## src/rtl/freq_meter_pkg.sv

```systemverilog
// Shared types and constants for the multi-channel gated frequency meter.
package freq_meter_pkg;

    // Measurement sequencer states.
    typedef enum logic [1:0] {
        IDLE  = 2'd0,
        GATE  = 2'd1,
        LATCH = 2'd2
    } state_t;

    // Default gate length (1 s at 50 MHz) and the timer width it needs.
    localparam int GATE_CYC_DEF = 50_000_000;
    localparam int GATE_TMR_W   = $clog2(GATE_CYC_DEF);

    // Short-gate divisor used by the optional autorange feature.
    localparam int AR_DIV = 10;

    // Timer width for an arbitrary gate length; the timer only reaches gate_cyc-1.
    function automatic int gate_tmr_w(input int gate_cyc);
        return (gate_cyc > 1) ? $clog2(gate_cyc) : 1;
    endfunction

endpackage

```

## src/rtl/freq_edge_cnt.sv

```systemverilog
// One measurement channel: input synchroniser, rising-edge detector,
// saturating edge counter and overflow flag for the current gate.
module freq_edge_cnt #(
    parameter int CNT_W    = 20,
    parameter int SYNC_STG = 2
) (
    input  logic             clk,
    input  logic             rst,
    input  logic             sig,
    input  logic             clr,
    input  logic             en,
    output logic [CNT_W-1:0] cnt,
    output logic             ovf_pending
);

    localparam logic [CNT_W-1:0] CNT_MAX = {CNT_W{1'b1}};

    logic [SYNC_STG-1:0] sync;
    logic                dly;
    logic                rise;

    // Synchroniser chain followed by one delay flop for edge detection.
    // NOTE: sequential state always uses non-blocking (<=) so every flop samples pre-edge values.
    always_ff @(posedge clk or posedge rst) begin
        if (rst) begin
            sync <= '0;
            dly  <= 1'b0;
        end else begin
            sync <= {sync[SYNC_STG-2:0], sig};
            dly  <= sync[SYNC_STG-1];
        end
    end

    assign rise = sync[SYNC_STG-1] & ~dly;

    // Saturating counter; the clearing cycle is itself a counting cycle.
    always_ff @(posedge clk or posedge rst) begin
        if (rst) begin
            cnt         <= '0;
            ovf_pending <= 1'b0;
        end else if (clr) begin
            cnt         <= {{(CNT_W-1){1'b0}}, rise};
            ovf_pending <= 1'b0;
        end else if (en && rise) begin
            if (cnt == CNT_MAX) ovf_pending <= 1'b1;
            else                cnt         <= cnt + CNT_W'(1);
        end
    end

endmodule

```

## src/rtl/freq_meter_mc.sv

```systemverilog
// Multi-channel gated frequency meter with valid/ack result handshake.
// Optional build macro FREQ_AUTORANGE_EN: shortens the gate by AR_DIV after
// a saturating gate and adds the 'range' output (1 = short gate).
module freq_meter_mc
    import freq_meter_pkg::*;
#(
    parameter int N_CH     = 4,
    parameter int CNT_W    = 20,
    parameter int GATE_CYC = 50_000_000,
    parameter int SYNC_STG = 2
) (
    input  logic                  clk,
    input  logic                  rst,
    input  logic [N_CH-1:0]       sig_in,
    input  logic                  mode_cont,
    input  logic                  start,
    input  logic                  ack,
    output logic [N_CH*CNT_W-1:0] freq_data,
    output logic [N_CH-1:0]       freq_ovf,
    output logic                  freq_valid,
    output logic                  lost,
    output logic                  busy
`ifdef FREQ_AUTORANGE_EN
    ,
    output logic                  range
`endif
);

    localparam int               TMR_W     = gate_tmr_w(GATE_CYC);
    localparam logic [TMR_W-1:0] GATE_LAST = TMR_W'(GATE_CYC - 1);

    state_t                  state;
    state_t                  state_nxt;
    logic [TMR_W-1:0]        tmr;
    logic [TMR_W-1:0]        gate_last;
    logic [N_CH*CNT_W-1:0]   cnt_all;
    logic [N_CH-1:0]         ovf_vec;
    logic                    clr;
    logic                    en;

    assign en   = (state == GATE);
    assign clr  = en && (tmr == '0);
    assign busy = en;

    // Per-channel edge counters.
    for (genvar k = 0; k < N_CH; k++) begin : g_ch
        freq_edge_cnt #(
            .CNT_W    (CNT_W),
            .SYNC_STG (SYNC_STG)
        ) u_cnt (
            .clk         (clk),
            .rst         (rst),
            .sig         (sig_in[k]),
            .clr         (clr),
            .en          (en),
            .cnt         (cnt_all[k*CNT_W +: CNT_W]),
            .ovf_pending (ovf_vec[k])
        );
    end

`ifdef FREQ_AUTORANGE_EN
    localparam logic [TMR_W-1:0] SHORT_LAST = TMR_W'(GATE_CYC / AR_DIV - 1);

    logic            short_gate;
    logic [N_CH-1:0] sat_vec;
    logic [N_CH-1:0] low_vec;

    // A channel is "low" when its count is below 2^CNT_W/16, i.e. top four bits clear.
    for (genvar k = 0; k < N_CH; k++) begin : g_rng
        assign sat_vec[k] = &cnt_all[k*CNT_W +: CNT_W];
        assign low_vec[k] = ~|cnt_all[k*CNT_W + CNT_W - 4 +: 4];
    end

    assign gate_last = short_gate ? SHORT_LAST : GATE_LAST;

    // Gate-length selection, decided at the end of every gate.
    always_ff @(posedge clk or posedge rst) begin
        if (rst) begin
            short_gate <= 1'b0;
        end else if (state == LATCH) begin
            if (!short_gate && |sat_vec)     short_gate <= 1'b1;
            else if (short_gate && &low_vec) short_gate <= 1'b0;
        end
    end
`else
    assign gate_last = GATE_LAST;
`endif

    // FSM state register.
    always_ff @(posedge clk or posedge rst) begin
        if (rst) state <= IDLE;
        else     state <= state_nxt;
    end

    // FSM next-state logic; start and mode_cont only matter in IDLE/LATCH.
    // NOTE: default assigned first so no path through always_comb can infer a latch.
    always_comb begin
        state_nxt = state;
        unique case (state)
            IDLE:    if (mode_cont || start) state_nxt = GATE;
            GATE:    if (tmr == gate_last)   state_nxt = LATCH;
            LATCH:   state_nxt = mode_cont ? GATE : IDLE;
            default: state_nxt = IDLE;
        endcase
    end

    // Gate timer: runs 0..gate_last while gating, parked at 0 otherwise.
    always_ff @(posedge clk or posedge rst) begin
        if (rst)                                tmr <= '0;
        else if (state == GATE && tmr != gate_last) tmr <= tmr + TMR_W'(1);
        else                                    tmr <= '0;
    end

    // Result publication and valid/ack/lost handshake.
    always_ff @(posedge clk or posedge rst) begin
        if (rst) begin
            freq_data  <= '0;
            freq_ovf   <= '0;
            freq_valid <= 1'b0;
            lost       <= 1'b0;
`ifdef FREQ_AUTORANGE_EN
            range      <= 1'b0;
`endif
        end else if (state == LATCH) begin
            freq_data  <= cnt_all;
            freq_ovf   <= ovf_vec;
            freq_valid <= 1'b1;
            if (freq_valid && !ack) lost <= 1'b1;
`ifdef FREQ_AUTORANGE_EN
            range      <= short_gate;
`endif
        end else if (freq_valid && ack) begin
            freq_valid <= 1'b0;
        end
    end

endmodule

```

## config.mk

```make
export PLATFORM = sky130hd
export DESIGN_NAME = freq_meter_mc
export DESIGN_NICKNAME = d
export VERILOG_FILES = /design/src/rtl/freq_meter_pkg.sv /design/src/rtl/freq_edge_cnt.sv /design/src/rtl/freq_meter_mc.sv
export SDC_FILE = /design/constraint.sdc
export NUM_CORES = 1
export LEC_CHECK = 0
export BUFFER_PORTS_ARGS = -buffer_cell sky130_fd_sc_hd__buf_2
export CORE_MARGIN = 10
export CORE_UTILIZATION = 53
export CTS_CLUSTER_SIZE = 16
export DETAILED_ROUTE_END_ITERATION = 6
export HOLD_SLACK_MARGIN = 0.12
export PLACE_DENSITY = 0.85
export SLEW_MARGIN = 5
export SYNTH_ARGS = -nofsm -noshare
export SYNTH_HDL_FRONTEND = slang
export SYNTH_SLANG_ARGS = --single-unit
```

## constraint.sdc

```tcl
create_clock -name clk -period 8 [get_ports clk]
set_input_delay 2 -clock clk [delete_from_list [all_inputs] [get_ports clk]]
set_output_delay 2 -clock clk [all_outputs]
set_load 0.02 [all_outputs]
```

* Word-level counts from Yosys, hierarchy flattened
Index checks and enable logic that the tools add are counted.
** Word-level totals
- Register bits :: 210
- Input bits :: 9
- Output and inout bits :: 87
- Logic and storage cells :: 111
** Cells by class
- Add/sub/neg operators :: 5
- Equality and inequality tests :: 14
- Multiplexer cells :: 31
- Bitwise gates (word level) :: 8
- Reductions and logical operators :: 31
** Operators with widths (number)
- 2-to-1 mux 20 bit :: 12
- adder 20 x 1 -> 20 bit (second input constant) :: 4
- == test 20 bit (second input constant) :: 4
- adder 26 x 1 -> 26 bit (second input constant) :: 1
- == test 26 bit (second input constant) :: 1
- logical NOT 26 bit :: 1
- 2-to-1 mux 26 bit :: 1
- inequality test 26 bit (second input constant) :: 1
- AND reduction 2 bit :: 10
- nonzero test 2 bit :: 9
- 2-to-1 mux 1 bit :: 15
- inequality test 2 bit (second input constant) :: 5
- logical AND 1 bit :: 8
- case mux 2 bit (3 select lines) :: 1
- AND 1 bit :: 4
- 2-to-1 mux 2 bit :: 2
- NOT 1 bit :: 4
- == test 2 x 1 -> 1 bit (second input constant) :: 1
- == test 2 bit (second input constant) :: 1
- logical NOT 2 bit :: 1
- inequality test 2 x 1 -> 1 bit (second input constant) :: 1
- logical NOT 1 bit :: 1
- logical OR 1 bit :: 1

* Logic depth before layout (Yosys ltp)
- Depth in word-level cells :: 5
- Gate-level depth with buffers :: 8
- Mapped depth without buffers :: 7

* Hierarchy
A second synthesis with hierarchy kept.
** Second synthesis, totals
- Cells, all modules :: 974
- Area, all modules :: 10382.5 um^2
** By module, submodules not included
- freq_meter_mc :: instances 1, cells an instance 356, area each 4708.3 um^2, sequential area each 2852.7 um^2
- freq_edge_cnt (g_ch[0].u_cnt ...) :: instances 3, cells an instance 155, area each 1403.8 um^2, sequential area each 600.6 um^2
- freq_edge_cnt (g_ch[2].u_cnt) :: instances 1, cells an instance 153, area each 1462.7 um^2, sequential area each 600.6 um^2

* Worst setup path before layout
OpenSTA, ideal clock, no wires.
- Path type :: reg2out
- From :: reg state[1]
- To :: out busy
- Data arrival time :: 0.699 ns
- Required time :: 6.000 ns
- Slack :: 5.301 ns
- Cell stages (with the launch flop) :: 4
- Path buffers :: 0
- Path through :: dfrtp_1 inv_1 nand2_1 inv_2
** Between the ends
- Longest elaborated chain between the ends :: 1
** Ends and longest elaborated chain
- start: declaration :: line freq_meter_mc.sv:32 : state_t state;
- start signal: assignment :: line freq_meter_mc.sv:92 : else state <= state_nxt;
- == test 2 x 1 -> 1 bit :: line freq_meter_mc.sv:41 : assign en = (state == GATE);
- end: declaration :: line freq_meter_mc.sv:22 : output logic busy
Every way passes these cells.

* Worst setup path after layout
Same ends and word-level chain as after synthesis.

==> impl_metrics.env <==
export IMPL_synth_top_area_frac=0.557
export IMPL_worst_pin_slew_ns=1.16
export IMPL_cts_made_buffers=22
export IMPL_track_usage=0.169
export IMPL_status="finished, final reports clean"
export IMPL_ys_flop_type="dfrtp_1"
export IMPL_core_sq_mm=0.0174
export IMPL_avgSynthCellArea_sq_um=11.4
export IMPL_critPathArrivalTime_ns=1.51
export IMPL_syn_instance_count=824
export IMPL_num_vias=6748
export IMPL_area_delta_synth_final_pct=14.7
export IMPL_cp_required_ns=6.00
export IMPL_startpoint_type="flop"
export IMPL_cp_cell_sequence="inv_1 > nand2_1 > inv_2 > buf_2"
export IMPL_cts_hold_buf=0
export IMPL_ys_ff_latch=210
export IMPL_diodes=0
export IMPL_die_w_microns=153
export IMPL_min_period_ns=3.51
export IMPL_first_global_vias=6730
export IMPL_cts_sinks=210
export IMPL_hp_class="reg2reg"
export IMPL_rr_endpoint="g_ch[1].u_cnt.cnt[7]"
export IMPL_yosysUniqueCellTypes=58
export IMPL_drtIter0Drc=594
export IMPL_synth_top_area_cell="dfrtp_1"
export IMPL_hold_viol=0
export IMPL_clock_path_buffers=3
export IMPL_timing_rr_start="tmr[19]"
export IMPL_gp_congestion=0.806
export IMPL_placement_rows=48
export IMPL_cts_root_buf="clkbuf_16"
export IMPL_synth_area_top_cells="dfrtp_1 (56%), mux2_2 (9.8%), nor2_1 (3.7%), xor2_1 (3.1%), xnor2_1 (3.0%)"
export IMPL_path_max_fanout=7
export IMPL_maxCapViolations=0
export IMPL_power_density_mw_per_mm2=220
export IMPL_endpoint_kind="output port"
export IMPL_drive_above_1_share=0.254
export IMPL_syn_cell_area_sq_mm=0.00943
export IMPL_cts_resized=0
export IMPL_max_clock_freq_mhz=285
export IMPL_postRouteAntennaNets=0
export IMPL_io_buffer_count=95
export IMPL_final_core_util=0.623
export IMPL_holdPathEnd="g_ch[2].u_cnt.sync[1]"
export IMPL_synth_common_cells="dfrtp_1 (210), nor2_1 (92), mux2_2 (82)"
export IMPL_async_flop_share=1.00
export IMPL_drt_vias_per_instance=5.85
export IMPL_die_h_microns=153
export IMPL_overflow=0
export IMPL_yosysSeqAreaShare=0.557
export IMPL_p_leak_nw=5.32
export IMPL_grt_max_degree=145
export IMPL_cp_slowest_cell="dfrtp_1"
export IMPL_nets=927
export IMPL_setup_tns_ns=0
export IMPL_start_util=0.543
export IMPL_wl_per_cell_microns=17.6
export IMPL_yosysWarnings=0
export IMPL_path_class="reg2out"
export IMPL_drv_slew=0
export IMPL_first_pass_iters=5
export IMPL_n_fill_cell=1325
export IMPL_slew_headroom=0.224
export IMPL_reg2reg_depth=6
export IMPL_min_from="g_ch[2].u_cnt.sync[0]"
export IMPL_hpwl_microns=13100
export IMPL_setup_viol=0
export IMPL_antenna_found_initial=0
export IMPL_yosysMostFrequentCell="dfrtp_1"
export IMPL_rsz0062_at_grt="no"
export IMPL_io_pins=96
export IMPL_reg2reg_slack_ns=5.32
export IMPL_grt_pass1_wl_microns=34200
export IMPL_clkTransAtPathRegs_ns=0.06
export IMPL_drt_total_wl_microns=20300
export IMPL_insertion_delay_ns=0.50
export IMPL_max_stage_delay_ns=0.47
export IMPL_synth_fp_nets=839
export IMPL_synth_edff_count=0
export IMPL_vdd_drop_max_uv=226
export IMPL_dieArea_sq_mm=0.0235
export IMPL_hold_depth=0
export IMPL_drc=0
export IMPL_cts_setup_buffers=0
export IMPL_cts_tree="built"
export IMPL_cts_max_level=1
export IMPL_skew_ns=0.00755
export IMPL_post_route_period_util=0.438
==> area by class of cell <==
class / instances / area, sq um / share of cell area
sequential: 210 / 5260 / 0.486
multi-input combinational: 566 / 3980 / 0.368
clock buffer: 30 / 622 / 0.0575
timing repair buffer: 97 / 490 / 0.0453
tap: 225 / 282 / 0.0260
clock inverter: 10 / 131 / 0.0121
inverter: 15 / 63.8 / 0.00590
==> cell usage in the layout (no fill, tap or decap), drive strengths merged, types with 9 or more instances in the layout <==
cell type / instances
dfrtp: 210
nor4: 13
o21ai: 17
mux2: 82
nand3: 29
clkbuf: 30
xnor2: 32
xor2: 33
and3: 16
inv: 15
nand4: 38
or3: 13
buf: 97
and2: 9
nand2: 44
nor2: 93
nor3: 28
and4: 16
o211ai: 12
a21oi: 19
or4: 11
==> sequential cells by signal, indices dropped and copies added, names as in the netlist <==
signal                  flops
freq_ovf                    4
tmr                        26
g_ch.u_cnt.ovf_pending      4
state                       2
g_ch.u_cnt.sync             8
freq_data                  80
g_ch.u_cnt.cnt             80
g_ch.u_cnt.dly              4
lost                        1
freq_valid                  1
==> how the worst max path moves through the flow <==
| stage | from | to | slack, ns | cells after the start |
|---|---|---|---|---|
| final | state[1] | busy | 4.49 | 4 |
| after global routing | state[1] | busy | 4.41 | 4 |
| after CTS | state[1] | busy | 4.47 | 4 |
| after detailed placement | rst | freq_data[66] | 4.24 | 3 |
| after global placement | rst | freq_data[67] | 4.28 | 3 |
| after floorplan | rst | freq_data[0] | 0.26 | 1 |
==> critical path: cells and delay by family (launching register included) <==
kind                   cells  cell delay [ns]
and+or+nand+nor            1             0.10
DFF                        1             0.47
buffers and inverters      3             0.44
==> cell families (layout without fill, tap and decap cells) <==
logic type | Yosys count | in the layout | share of synthesized area
AO/OA/AOI/OAI | 74 | 74 | 0.0527
buffers and inverters | 48 | 152 | 0.0227
AND/OR/NAND/NOR | 332 | 332 | 0.194
XOR/XNOR | 65 | 65 | 0.0604
adder cells (fa/ha/maj) | 6 | 6 | 0.00796
flip-flops | 210 | 210 | 0.557
multiplexers | 89 | 89 | 0.105
==> through the flow <==
step / cell area [sq um] / hold slack (ns) / std cells / worst slack (ns) / total power (W)
2_1_floorplan: 9430 / 0.331 / 824 / 0.262 / 0.00128
3_3_place_gp: 10100 / 0.334 / 1113 / 4.28 / 0.00132
3_5_place_dp: 10100 / 0.338 / 1113 / 4.24 / 0.00133
4_1_cts: 10800 / 0.347 / 1153 / 4.47 / 0.00239
5_1_grt: 10800 / 0.348 / 1153 / 4.41 / 0.00247
6_report: 10800 / 0.348 / 1153 / 4.49 / 0.00238
==> per-layer routing <==
layer	track usage	vias up	wire length [microns]
li1	-	3151	-
met1	0.219	3367	8770
met2	0.283	197	9910
met3	0.0345	33	1210
met4	0.0436	0	418
met5	0	-	0
==> power by group <==
part           internal [W]  total, W  switching, W
combinational     0.0000531  0.000131     0.0000776
sequential          0.00111   0.00119     0.0000757
clock              0.000643   0.00106      0.000417
No activity file was read; power rests on OpenSTA's default activity.
